File: src/rtl/dtw_accel_s00_axis_pkg.sv
// Shared definitions for the DTW accelerator AXI4-Stream ports: the receive
// FSM encoding, the clogb2 sizing helper and the default widths and depths
// that the inbound slave and the outbound stream master have in common.
package dtw_accel_s00_axis_pkg;

  localparam int DTW_DATA_WIDTH = 32;
  localparam int DTW_FIFO_DEPTH = 16;
  localparam int DTW_PKT_WORDS  = 250;

  typedef enum logic [1:0] {
    ST_IDLE = 2'b00,
    ST_RECV = 2'b01
  } axis_state_e;

  // Number of bits needed to index 'value' items (ceil(log2(value))).
  function automatic int clogb2(input int value);
    int v;
    int r;
    v = value - 1;
    r = 0;
    while (v > 0) begin
      r++;
      v = v >> 1;
    end
    return r;
  endfunction

endpackage

File: src/rtl/dtw_accel_s00_axis_if.sv
// Bundle of the inbound AXI4-Stream beat signals and the FIFO pop port that
// the DTW core uses. 'slave' is the accelerator view, 'master' is the view of
// whoever drives the stream and pops words (DMA plus core, or a bench).
interface dtw_accel_s00_axis_if
  import dtw_accel_s00_axis_pkg::*;
#(
  parameter int DATA_W     = DTW_DATA_WIDTH,
  parameter int FIFO_DEPTH = DTW_FIFO_DEPTH
);

  logic                        S_AXIS_TVALID;
  logic [DATA_W-1:0]           S_AXIS_TDATA;
  logic [DATA_W/8-1:0]         S_AXIS_TSTRB;
  logic                        S_AXIS_TLAST;
  logic                        S_AXIS_TREADY;

  logic                        dtw_fifo_rden;
  logic [DATA_W-1:0]           dtw_fifo_dout;
  logic                        dtw_fifo_last;
  logic                        dtw_fifo_empty;
  logic                        dtw_fifo_full;
  logic [clogb2(FIFO_DEPTH):0] dtw_pkt_count;
  logic                        dtw_len_err;

  modport slave (
    input  S_AXIS_TVALID, S_AXIS_TDATA, S_AXIS_TSTRB, S_AXIS_TLAST, dtw_fifo_rden,
    output S_AXIS_TREADY, dtw_fifo_dout, dtw_fifo_last, dtw_fifo_empty,
           dtw_fifo_full, dtw_pkt_count, dtw_len_err
  );

  modport master (
    output S_AXIS_TVALID, S_AXIS_TDATA, S_AXIS_TSTRB, S_AXIS_TLAST, dtw_fifo_rden,
    input  S_AXIS_TREADY, dtw_fifo_dout, dtw_fifo_last, dtw_fifo_empty,
           dtw_fifo_full, dtw_pkt_count, dtw_len_err
  );

endinterface

File: src/rtl/dtw_sync_fifo.sv
// Single-clock word FIFO with occupancy count and registered read data.
// Writes while full and pops while empty are ignored. head_tag exposes the
// MSB of the word at the head so a caller can see a per-word flag (such as
// TLAST) before popping it.
module dtw_sync_fifo
  import dtw_accel_s00_axis_pkg::*;
#(
  parameter int WIDTH = DTW_DATA_WIDTH + 1,
  parameter int DEPTH = DTW_FIFO_DEPTH
) (
  input  logic                   clk,
  input  logic                   rst,
  input  logic                   wr_en,
  input  logic [WIDTH-1:0]       wr_data,
  input  logic                   rd_en,
  output logic [WIDTH-1:0]       rd_data,
  output logic                   head_tag,
  output logic [clogb2(DEPTH):0] count,
  output logic                   full,
  output logic                   empty
);

  localparam int PTR_W = clogb2(DEPTH);
  localparam int CNT_W = PTR_W + 1;

  logic [WIDTH-1:0] mem_q [DEPTH];
  logic [PTR_W-1:0] wr_ptr_q, wr_ptr_d;
  logic [PTR_W-1:0] rd_ptr_q, rd_ptr_d;
  logic [CNT_W-1:0] count_q, count_d;
  logic [WIDTH-1:0] rd_data_q, rd_data_d;
  logic             wr_fire;
  logic             rd_fire;

  assign full     = (count_q == CNT_W'(DEPTH));
  assign empty    = (count_q == '0);
  assign wr_fire  = wr_en && !full;
  assign rd_fire  = rd_en && !empty;
  assign rd_data  = rd_data_q;
  assign count    = count_q;
  assign head_tag = mem_q[rd_ptr_q][WIDTH-1];

  // Next pointers, occupancy and read register; pointers wrap naturally at DEPTH.
  always_comb begin
    wr_ptr_d  = wr_ptr_q;
    rd_ptr_d  = rd_ptr_q;
    count_d   = count_q;
    rd_data_d = rd_data_q;
    if (wr_fire) begin
      wr_ptr_d = wr_ptr_q + 1'b1;
    end
    if (rd_fire) begin
      rd_ptr_d  = rd_ptr_q + 1'b1;
      rd_data_d = mem_q[rd_ptr_q];
    end
    case ({wr_fire, rd_fire})
      2'b10:   count_d = count_q + 1'b1;
      2'b01:   count_d = count_q - 1'b1;
      default: count_d = count_q;
    endcase
  end

  // Control state clears asynchronously so a reset drops any buffered words.
  always_ff @(posedge clk or posedge rst) begin
    if (rst) begin
      wr_ptr_q  <= '0;
      rd_ptr_q  <= '0;
      count_q   <= '0;
      rd_data_q <= '0;
    end else begin
      wr_ptr_q  <= wr_ptr_d;
      rd_ptr_q  <= rd_ptr_d;
      count_q   <= count_d;
      rd_data_q <= rd_data_d;
    end
  end

  // Storage array; contents are only meaningful between the pointers.
  always_ff @(posedge clk) begin
    if (wr_fire) begin
      mem_q[wr_ptr_q] <= wr_data;
    end
  end

endmodule

File: src/rtl/dtw_accel_s00_axis.sv
// Inbound AXI4-Stream slave of the DTW accelerator. Buffers samples together
// with their TLAST flag, counts complete packets held in the FIFO and, when
// HARU_S_AXIS_LEN_CHECK_EN is defined, flags packets whose length differs
// from C_PKT_WORDS with a sticky error.
module dtw_accel_s00_axis
  import dtw_accel_s00_axis_pkg::*;
#(
  parameter int C_S_AXIS_TDATA_WIDTH = DTW_DATA_WIDTH,
  parameter int C_FIFO_DEPTH         = DTW_FIFO_DEPTH,
  parameter int C_PKT_WORDS          = DTW_PKT_WORDS
) (
  input  logic                  S_AXIS_ACLK,
  input  logic                  S_AXIS_ARESET,
  dtw_accel_s00_axis_if.slave   s_axis
);

  localparam int DW    = C_S_AXIS_TDATA_WIDTH;
  localparam int CNT_W = clogb2(C_FIFO_DEPTH) + 1;

  axis_state_e      state_q, state_d;
  logic [CNT_W-1:0] pkt_count_q, pkt_count_d;
  logic [CNT_W-1:0] fifo_count;
  logic [DW:0]      fifo_rd_data;
  logic             fifo_full;
  logic             fifo_empty;
  logic             head_last;
  logic             tready;
  logic             beat_accept;
  logic             pop_fire;

  assign tready      = (state_q == ST_RECV) && (fifo_count != CNT_W'(C_FIFO_DEPTH));
  assign beat_accept = s_axis.S_AXIS_TVALID && tready;
  assign pop_fire    = s_axis.dtw_fifo_rden && !fifo_empty;

  assign s_axis.S_AXIS_TREADY  = tready;
  assign s_axis.dtw_fifo_dout  = fifo_rd_data[DW-1:0];
  assign s_axis.dtw_fifo_last  = fifo_rd_data[DW];
  assign s_axis.dtw_fifo_empty = fifo_empty;
  assign s_axis.dtw_fifo_full  = fifo_full;
  assign s_axis.dtw_pkt_count  = pkt_count_q;

  dtw_sync_fifo #(
    .WIDTH (DW + 1),
    .DEPTH (C_FIFO_DEPTH)
  ) u_fifo (
    .clk      (S_AXIS_ACLK),
    .rst      (S_AXIS_ARESET),
    .wr_en    (beat_accept),
    .wr_data  ({s_axis.S_AXIS_TLAST, s_axis.S_AXIS_TDATA}),
    .rd_en    (s_axis.dtw_fifo_rden),
    .rd_data  (fifo_rd_data),
    .head_tag (head_last),
    .count    (fifo_count),
    .full     (fifo_full),
    .empty    (fifo_empty)
  );

  // Receive FSM: one idle cycle per packet, back to IDLE after the TLAST beat.
  always_comb begin
    state_d = state_q;
    case (state_q)
      ST_IDLE: if (s_axis.S_AXIS_TVALID) state_d = ST_RECV;
      ST_RECV: if (beat_accept && s_axis.S_AXIS_TLAST) state_d = ST_IDLE;
      default: state_d = ST_IDLE;
    endcase
  end

  // Complete packets in the FIFO: up on a stored TLAST, down when one is popped.
  always_comb begin
    pkt_count_d = pkt_count_q;
    case ({beat_accept && s_axis.S_AXIS_TLAST, pop_fire && head_last})
      2'b10:   pkt_count_d = pkt_count_q + 1'b1;
      2'b01:   pkt_count_d = pkt_count_q - 1'b1;
      default: pkt_count_d = pkt_count_q;
    endcase
  end

  // FSM and packet count registers.
  always_ff @(posedge S_AXIS_ACLK or posedge S_AXIS_ARESET) begin
    if (S_AXIS_ARESET) begin
      state_q     <= ST_IDLE;
      pkt_count_q <= '0;
    end else begin
      state_q     <= state_d;
      pkt_count_q <= pkt_count_d;
    end
  end

`ifdef HARU_S_AXIS_LEN_CHECK_EN
  localparam int BEAT_W = clogb2(C_PKT_WORDS) + 1;

  logic [BEAT_W-1:0] beat_cnt_q, beat_cnt_d, beat_next;
  logic              len_err_q, len_err_d;

  // Per-packet beat counter; a short TLAST or an overlong packet sets the sticky error.
  always_comb begin
    beat_next  = beat_cnt_q + 1'b1;
    beat_cnt_d = beat_cnt_q;
    len_err_d  = len_err_q;
    if (beat_accept) begin
      if (s_axis.S_AXIS_TLAST) begin
        beat_cnt_d = '0;
        if (beat_next != BEAT_W'(C_PKT_WORDS)) len_err_d = 1'b1;
      end else begin
        beat_cnt_d = beat_next;
        if (beat_next == BEAT_W'(C_PKT_WORDS)) len_err_d = 1'b1;
      end
    end
  end

  // Length check registers; the error only clears on reset.
  always_ff @(posedge S_AXIS_ACLK or posedge S_AXIS_ARESET) begin
    if (S_AXIS_ARESET) begin
      beat_cnt_q <= '0;
      len_err_q  <= 1'b0;
    end else begin
      beat_cnt_q <= beat_cnt_d;
      len_err_q  <= len_err_d;
    end
  end

  assign s_axis.dtw_len_err = len_err_q;
`else
  assign s_axis.dtw_len_err = 1'b0;
`endif

endmodule
File: src/flat_wrapper.sv
// flat-port wrapper written by rule: the top's interface ports become plain ports
module dtw_accel_s00_axis_flat import dtw_accel_s00_axis_pkg::*;
#(
  parameter int C_S_AXIS_TDATA_WIDTH = DTW_DATA_WIDTH,
  parameter int C_FIFO_DEPTH         = DTW_FIFO_DEPTH,
  parameter int C_PKT_WORDS          = DTW_PKT_WORDS
)
  (S_AXIS_ACLK, S_AXIS_ARESET, s_axis_S_AXIS_TVALID, s_axis_S_AXIS_TDATA, s_axis_S_AXIS_TSTRB, s_axis_S_AXIS_TLAST, s_axis_dtw_fifo_rden, s_axis_S_AXIS_TREADY, s_axis_dtw_fifo_dout, s_axis_dtw_fifo_last, s_axis_dtw_fifo_empty, s_axis_dtw_fifo_full, s_axis_dtw_pkt_count, s_axis_dtw_len_err);
  dtw_accel_s00_axis_if s_axis_i ();
  input  logic S_AXIS_ACLK;
  input  logic S_AXIS_ARESET;
  input wire logic [$bits(s_axis_i.S_AXIS_TVALID)-1:0] s_axis_S_AXIS_TVALID;
  input wire logic [$bits(s_axis_i.S_AXIS_TDATA)-1:0] s_axis_S_AXIS_TDATA;
  input wire logic [$bits(s_axis_i.S_AXIS_TSTRB)-1:0] s_axis_S_AXIS_TSTRB;
  input wire logic [$bits(s_axis_i.S_AXIS_TLAST)-1:0] s_axis_S_AXIS_TLAST;
  input wire logic [$bits(s_axis_i.dtw_fifo_rden)-1:0] s_axis_dtw_fifo_rden;
  output wire logic [$bits(s_axis_i.S_AXIS_TREADY)-1:0] s_axis_S_AXIS_TREADY;
  output wire logic [$bits(s_axis_i.dtw_fifo_dout)-1:0] s_axis_dtw_fifo_dout;
  output wire logic [$bits(s_axis_i.dtw_fifo_last)-1:0] s_axis_dtw_fifo_last;
  output wire logic [$bits(s_axis_i.dtw_fifo_empty)-1:0] s_axis_dtw_fifo_empty;
  output wire logic [$bits(s_axis_i.dtw_fifo_full)-1:0] s_axis_dtw_fifo_full;
  output wire logic [$bits(s_axis_i.dtw_pkt_count)-1:0] s_axis_dtw_pkt_count;
  output wire logic [$bits(s_axis_i.dtw_len_err)-1:0] s_axis_dtw_len_err;
  assign s_axis_i.S_AXIS_TVALID = s_axis_S_AXIS_TVALID;
  assign s_axis_i.S_AXIS_TDATA = s_axis_S_AXIS_TDATA;
  assign s_axis_i.S_AXIS_TSTRB = s_axis_S_AXIS_TSTRB;
  assign s_axis_i.S_AXIS_TLAST = s_axis_S_AXIS_TLAST;
  assign s_axis_i.dtw_fifo_rden = s_axis_dtw_fifo_rden;
  assign s_axis_S_AXIS_TREADY = s_axis_i.S_AXIS_TREADY;
  assign s_axis_dtw_fifo_dout = s_axis_i.dtw_fifo_dout;
  assign s_axis_dtw_fifo_last = s_axis_i.dtw_fifo_last;
  assign s_axis_dtw_fifo_empty = s_axis_i.dtw_fifo_empty;
  assign s_axis_dtw_fifo_full = s_axis_i.dtw_fifo_full;
  assign s_axis_dtw_pkt_count = s_axis_i.dtw_pkt_count;
  assign s_axis_dtw_len_err = s_axis_i.dtw_len_err;
  dtw_accel_s00_axis #(.C_S_AXIS_TDATA_WIDTH(C_S_AXIS_TDATA_WIDTH), .C_FIFO_DEPTH(C_FIFO_DEPTH), .C_PKT_WORDS(C_PKT_WORDS)) u_core (.S_AXIS_ACLK(S_AXIS_ACLK), .S_AXIS_ARESET(S_AXIS_ARESET), .s_axis(s_axis_i));
endmodule
File: config.mk
export PLATFORM = sky130hd
export DESIGN_NAME = dtw_accel_s00_axis_flat
export DESIGN_NICKNAME = d
export VERILOG_FILES = /design/src/rtl/dtw_accel_s00_axis_pkg.sv /design/src/rtl/dtw_accel_s00_axis_if.sv /design/src/rtl/dtw_sync_fifo.sv /design/src/rtl/dtw_accel_s00_axis.sv /design/src/flat_wrapper.sv
export SDC_FILE = /design/constraint.sdc
export NUM_CORES = 1
export LEC_CHECK = 0
export CORE_MARGIN = 5
export CORE_UTILIZATION = 35
export CTS_CLUSTER_SIZE = 40
export DETAILED_ROUTE_END_ITERATION = 12
export PLACE_DENSITY = 0.61
export SYNTH_ARGS = -nofsm -noshare
export SYNTH_HDL_FRONTEND = slang
export SYNTH_SLANG_ARGS = --single-unit
File: constraint.sdc
create_clock -name S_AXIS_ACLK -period 3.8 [get_ports S_AXIS_ACLK]
set_input_delay 0.76 -clock S_AXIS_ACLK [delete_from_list [all_inputs] [get_ports S_AXIS_ACLK]]
set_output_delay 0.76 -clock S_AXIS_ACLK [all_outputs]
set_load 0.01 [all_outputs]
==> flow_results.xml <==
<?xml version="1.0" encoding="UTF-8"?>
<metrics>
  <group name="floorplan">
    <metric name="die_width" unit="um">264</metric>
    <metric name="placement_rows" unit="">93</metric>
    <metric name="placeableCoreArea" unit="um^2">64100</metric>
    <metric name="floorplan.initialDensity" unit="">0.351</metric>
    <metric name="dieArea" unit="um^2">69500</metric>
    <metric name="io_pins" unit="">83</metric>
    <metric name="die_y" unit="um">264</metric>
  </group>
  <group name="timing">
    <metric name="timing.final.hold_violations" unit="">0</metric>
    <metric name="max_clock_freq" unit="MHz">291</metric>
    <metric name="max_slew.worst_pin.slew" unit="ns">1.01</metric>
    <metric name="drv_slew" unit="">0</metric>
    <metric name="post_route_clock_skew" unit="ns">0.0252</metric>
    <metric name="setup-violations-final" unit="">0</metric>
    <metric name="min_period_over_period" unit="">0.903</metric>
    <metric name="final.min_clock_period" unit="ns">3.43</metric>
    <metric name="grt_setup_unrepaired" unit="">no</metric>
    <metric name="slew-limit-headroom" unit="">0.327</metric>
    <metric name="tns" unit="ns">0</metric>
  </group>
  <group name="worst_setup_path">
    <metric name="cp.arrival" unit="ns">3.92</metric>
    <metric name="r2r.worst_path.cells" unit="">11</metric>
    <metric name="r2r_startpoint" unit="">u_core.u_fifo.rd_ptr_q[1]</metric>
    <metric name="setup.worst_path.start" unit="">u_core.u_fifo.rd_ptr_q[1]</metric>
    <metric name="worstSetupStartpointType" unit="">flop</metric>
    <metric name="rrSetupSlack" unit="ns">0.37</metric>
    <metric name="r2r-end" unit="">u_core.s_axis.dtw_pkt_count[4]</metric>
    <metric name="endpoint" unit="">u_core.s_axis.dtw_pkt_count[4]</metric>
    <metric name="critical_path_class" unit="">reg -&gt; reg</metric>
    <metric name="crit_fanout" unit="">15</metric>
    <metric name="setup.worst_path.end_class" unit="">flop</metric>
    <metric name="worst-endpoint-required" unit="ns">4.29</metric>
  </group>
  <group name="synthesis">
    <metric name="synth-edff-count" unit="">528</metric>
    <metric name="synth_largest_area_cell" unit="">sky130_fd_sc_hd__edfxtp_1</metric>
    <metric name="yosys.area.top_type_share" unit="">0.704</metric>
    <metric name="synthesis.instances" unit="">1014</metric>
    <metric name="yosysSeqAreaShare" unit="">0.762</metric>
    <metric name="ys.flop_type" unit="">sky130_fd_sc_hd__edfxtp_1</metric>
    <metric name="syn-mean-instance-area" unit="um^2">22.2</metric>
    <metric name="mappedNetlistNets" unit="">1070</metric>
    <metric name="synthesis.area" unit="um^2">22500</metric>
    <metric name="async_flop_share" unit="">0.0897</metric>
    <metric name="synth.ff_latch_count" unit="">580</metric>
    <metric name="cell_variety_after_synth" unit="">38</metric>
    <metric name="most_frequent_cell_after_synthesis" unit="">sky130_fd_sc_hd__edfxtp_1</metric>
    <metric name="synth_common_cells" unit="">sky130_fd_sc_hd__edfxtp_1 (528), sky130_fd_sc_hd__mux4_2 (131), sky130_fd_sc_hd__dfrtp_1 (52), sky130_fd_sc_hd__mux2_2 (36), sky130_fd_sc_hd__o22ai_1 (36)</metric>
    <metric name="synth_area_leaders" unit="">sky130_fd_sc_hd__edfxtp_1 (70%), sky130_fd_sc_hd__mux4_2 (13%), sky130_fd_sc_hd__dfrtp_1 (5.8%), sky130_fd_sc_hd__mux2_2 (1.8%), sky130_fd_sc_hd__o22ai_2 (1.7%)</metric>
    <metric name="synthesis.yosys.warnings" unit="">0</metric>
  </group>
  <group name="job">
    <metric name="max_cap_violations" unit="">0</metric>
  </group>
  <group name="cts">
    <metric name="ctsHoldBuffers" unit="">0</metric>
    <metric name="cts-buffers-inserted" unit="">56</metric>
    <metric name="cts_root_buffer" unit="">sky130_fd_sc_hd__clkbuf_16</metric>
    <metric name="clock_path_buffers" unit="">3</metric>
    <metric name="clk_latency" unit="ns">0.62</metric>
    <metric name="cts.repair.resized" unit="">0</metric>
    <metric name="cts.sink_count" unit="">580</metric>
    <metric name="clkTransAtPathRegs" unit="ns">0.07</metric>
    <metric name="htree_levels" unit="">2</metric>
    <metric name="clock_tree_from_tritoncts" unit="">built</metric>
    <metric name="postCtsSetupBuffers" unit="">0</metric>
  </group>
  <group name="pwr">
    <metric name="p_sw_frac" unit="">0.285</metric>
    <metric name="power.static_leakage" unit="nW">8.39</metric>
    <metric name="p_clk_frac" unit="">0.294</metric>
    <metric name="power.ir.vdd_worst" unit="mV">0.368</metric>
    <metric name="power_frac_seq" unit="">0.421</metric>
    <metric name="netSwitchingPower" unit="mW">5.51</metric>
    <metric name="power.internal" unit="mW">13.8</metric>
    <metric name="power_density" unit="nW/um^2">730</metric>
    <metric name="combPwrFrac" unit="">0.285</metric>
  </group>
  <group name="routing">
    <metric name="routedWlPerCell" unit="um">22.7</metric>
    <metric name="totalWireLength" unit="mm">46.3</metric>
    <metric name="drtIter0Drc" unit="">657</metric>
    <metric name="drcViolationCount" unit="">0</metric>
    <metric name="detail_route.first_pass.iterations" unit="">4</metric>
    <metric name="via_count" unit="">10300</metric>
    <metric name="detail-route-antenna-nets" unit="">0</metric>
    <metric name="avgViaCountPerCell" unit="">5.05</metric>
  </group>
  <group name="finish">
    <metric name="fin_nets" unit="">1193</metric>
    <metric name="areaGrowthSynthToFinish" unit="%">17.5</metric>
    <metric name="num-fill-cells" unit="">5547</metric>
    <metric name="final_layout_size_suffix_gt1_frac" unit="">0.328</metric>
    <metric name="finalCoreUtilization" unit="">0.413</metric>
    <metric name="post-route-cell-area" unit="um^2">26500</metric>
    <metric name="antennaDiodeCount" unit="">0</metric>
  </group>
  <group name="grt">
    <metric name="gr-usage-all-layers" unit="">0.133</metric>
    <metric name="grt_overflow" unit="">0</metric>
    <metric name="grt_pass1_wl" unit="mm">71.0</metric>
    <metric name="vias_in_the_first_global_route" unit="">11200</metric>
    <metric name="largest_net_degree_at_the_start_of_global_routing" unit="">55</metric>
    <metric name="antenna_violations_before_repair" unit="">0</metric>
  </group>
  <group name="worst_hold_path">
    <metric name="timing.hold.worst.class" unit="">reg -&gt; reg</metric>
    <metric name="hold_path_startpoint" unit="">u_core.s_axis.dtw_pkt_count[4]</metric>
  </group>
  <group name="status">
    <metric name="run_status" unit="">completed</metric>
  </group>
  <group name="placed_design">
    <metric name="placed_area" unit="um^2">24500</metric>
    <metric name="final_gp_congestion" unit="">0.740</metric>
    <metric name="io_buffer_count" unit="">77</metric>
    <metric name="dp_hpwl" unit="mm">26.7</metric>
  </group>
</metrics>
==> power groups by stage <==
stage                     registers [mW]  clock network [mW]  logic, mW
final                               8.13                5.68       5.52
after global routing                8.20                6.08       6.01
after CTS                           8.14                5.84       5.68
after detailed placement            8.27                   0       5.66
after global placement              8.25                   0       5.58
after floorplan                     8.16                   0       4.04
==> per-layer routing <==
metal / share of wire / GRT usage / vias to the layer above / wire, um
li1: - / - / 4469 / -
met1: 0.43 / 0.177 / 5564 / 19700
met2: 0.51 / 0.228 / 212 / 23700
met3: 0.044 / 0.0231 / 58 / 2030
met4: 0.019 / 0.0340 / 0 / 858
met5: 0 / 0 / - / 0
==> through the flow <==
stage | power [mW] | worst slack [ns] | instances | hold WS (ns)
after floorplan | 12.2 | 0.617 | 1014 | 0.457
after global placement | 13.8 | 0.363 | 1934 | 0.472
after detailed placement | 13.9 | 0.348 | 1934 | 0.474
after CTS | 19.7 | 0.340 | 2040 | 0.487
after global routing | 20.3 | 0.224 | 2040 | 0.496
final | 19.3 | 0.368 | 2040 | 0.474
==> kinds of logic (layout without fill, tap and decap cells) <==
group,count (synthesis),after routing,synth area share
XOR/XNOR,14,14,0.00544
adder cells (fa/ha/maj),15,15,0.00900
multiplexers,170,170,0.150
AND/OR/NAND/NOR,49,49,0.0112
buffers and inverters,70,241,0.0191
AO/OA/AOI/OAI,115,115,0.0431
flip-flops,580,580,0.762
other,1,1,0.000166
==> cell type report <==
cell class / instances / area (um^2) / share of cell area
Tap cell: 855 / 1070 / 0.0404
Clock inverter: 23 / 305 / 0.0115
Clock buffer: 83 / 1620 / 0.0613
Inverter: 13 / 48.8 / 0.00184
Timing Repair Buffer: 122 / 1170 / 0.0443
Multi-Input combinational cell: 364 / 5080 / 0.192
Sequential cell: 580 / 17200 / 0.649
==> registers in the layout (all words and copies together), names as in the netlist <==
name / flops
u_core.u_fifo.rd_data: 33
u_core.s_axis.dtw_pkt_count: 5
u_core.u_fifo.wr_ptr_q: 4
u_core.u_fifo.rd_ptr_q: 4
u_core.u_fifo.count: 5
u_core.u_fifo.mem_q: 528
u_core.state_q: 1
==> how the worst min path moves through the flow <==
stage / end / slack (ns) / depth (start not counted)
floorplan: u_core.state_q[0] / 0.46 / 1
global placement: u_core.s_axis.dtw_pkt_count[4] / 0.47 / 1
detailed placement: u_core.s_axis.dtw_pkt_count[4] / 0.47 / 1
CTS: u_core.s_axis.dtw_pkt_count[4] / 0.49 / 1
global route: u_core.s_axis.dtw_pkt_count[4] / 0.50 / 1
finish: u_core.s_axis.dtw_pkt_count[4] / 0.47 / 1
==> layout by cell type (no fill, tap or decap), drive strengths merged, types with 3 or more instances in the layout <==
master,n
xor2,4
clkdlybuf4s50,77
clkinv,15
nor2,13
o21ai,8
bufinv,6
xnor2,10
a21oi,36
buf,45
dfrtp,52
mux4,131
o22ai,66
clkbuf,83
mux2,36
and2,3
ha,13
edfxtp,528
nor3,4
nand2,15
inv,15
mux2i,3
==> critical path: stages, from the launching register on <==
cell                      delay, ns
sky130_fd_sc_hd__dfrtp_4       0.59
sky130_fd_sc_hd__mux4_2        0.54
sky130_fd_sc_hd__mux2i_1       0.15
sky130_fd_sc_hd__o22ai_1       0.18
sky130_fd_sc_hd__and2_1        0.21
sky130_fd_sc_hd__ha_1          0.23
sky130_fd_sc_hd__ha_1          0.33
sky130_fd_sc_hd__nor2b_1       0.15
sky130_fd_sc_hd__o21ai_0       0.22
sky130_fd_sc_hd__a21oi_1       0.11
sky130_fd_sc_hd__or3b_2        0.46
sky130_fd_sc_hd__xnor2_1       0.13
Power figures use the tool's default switching activity.
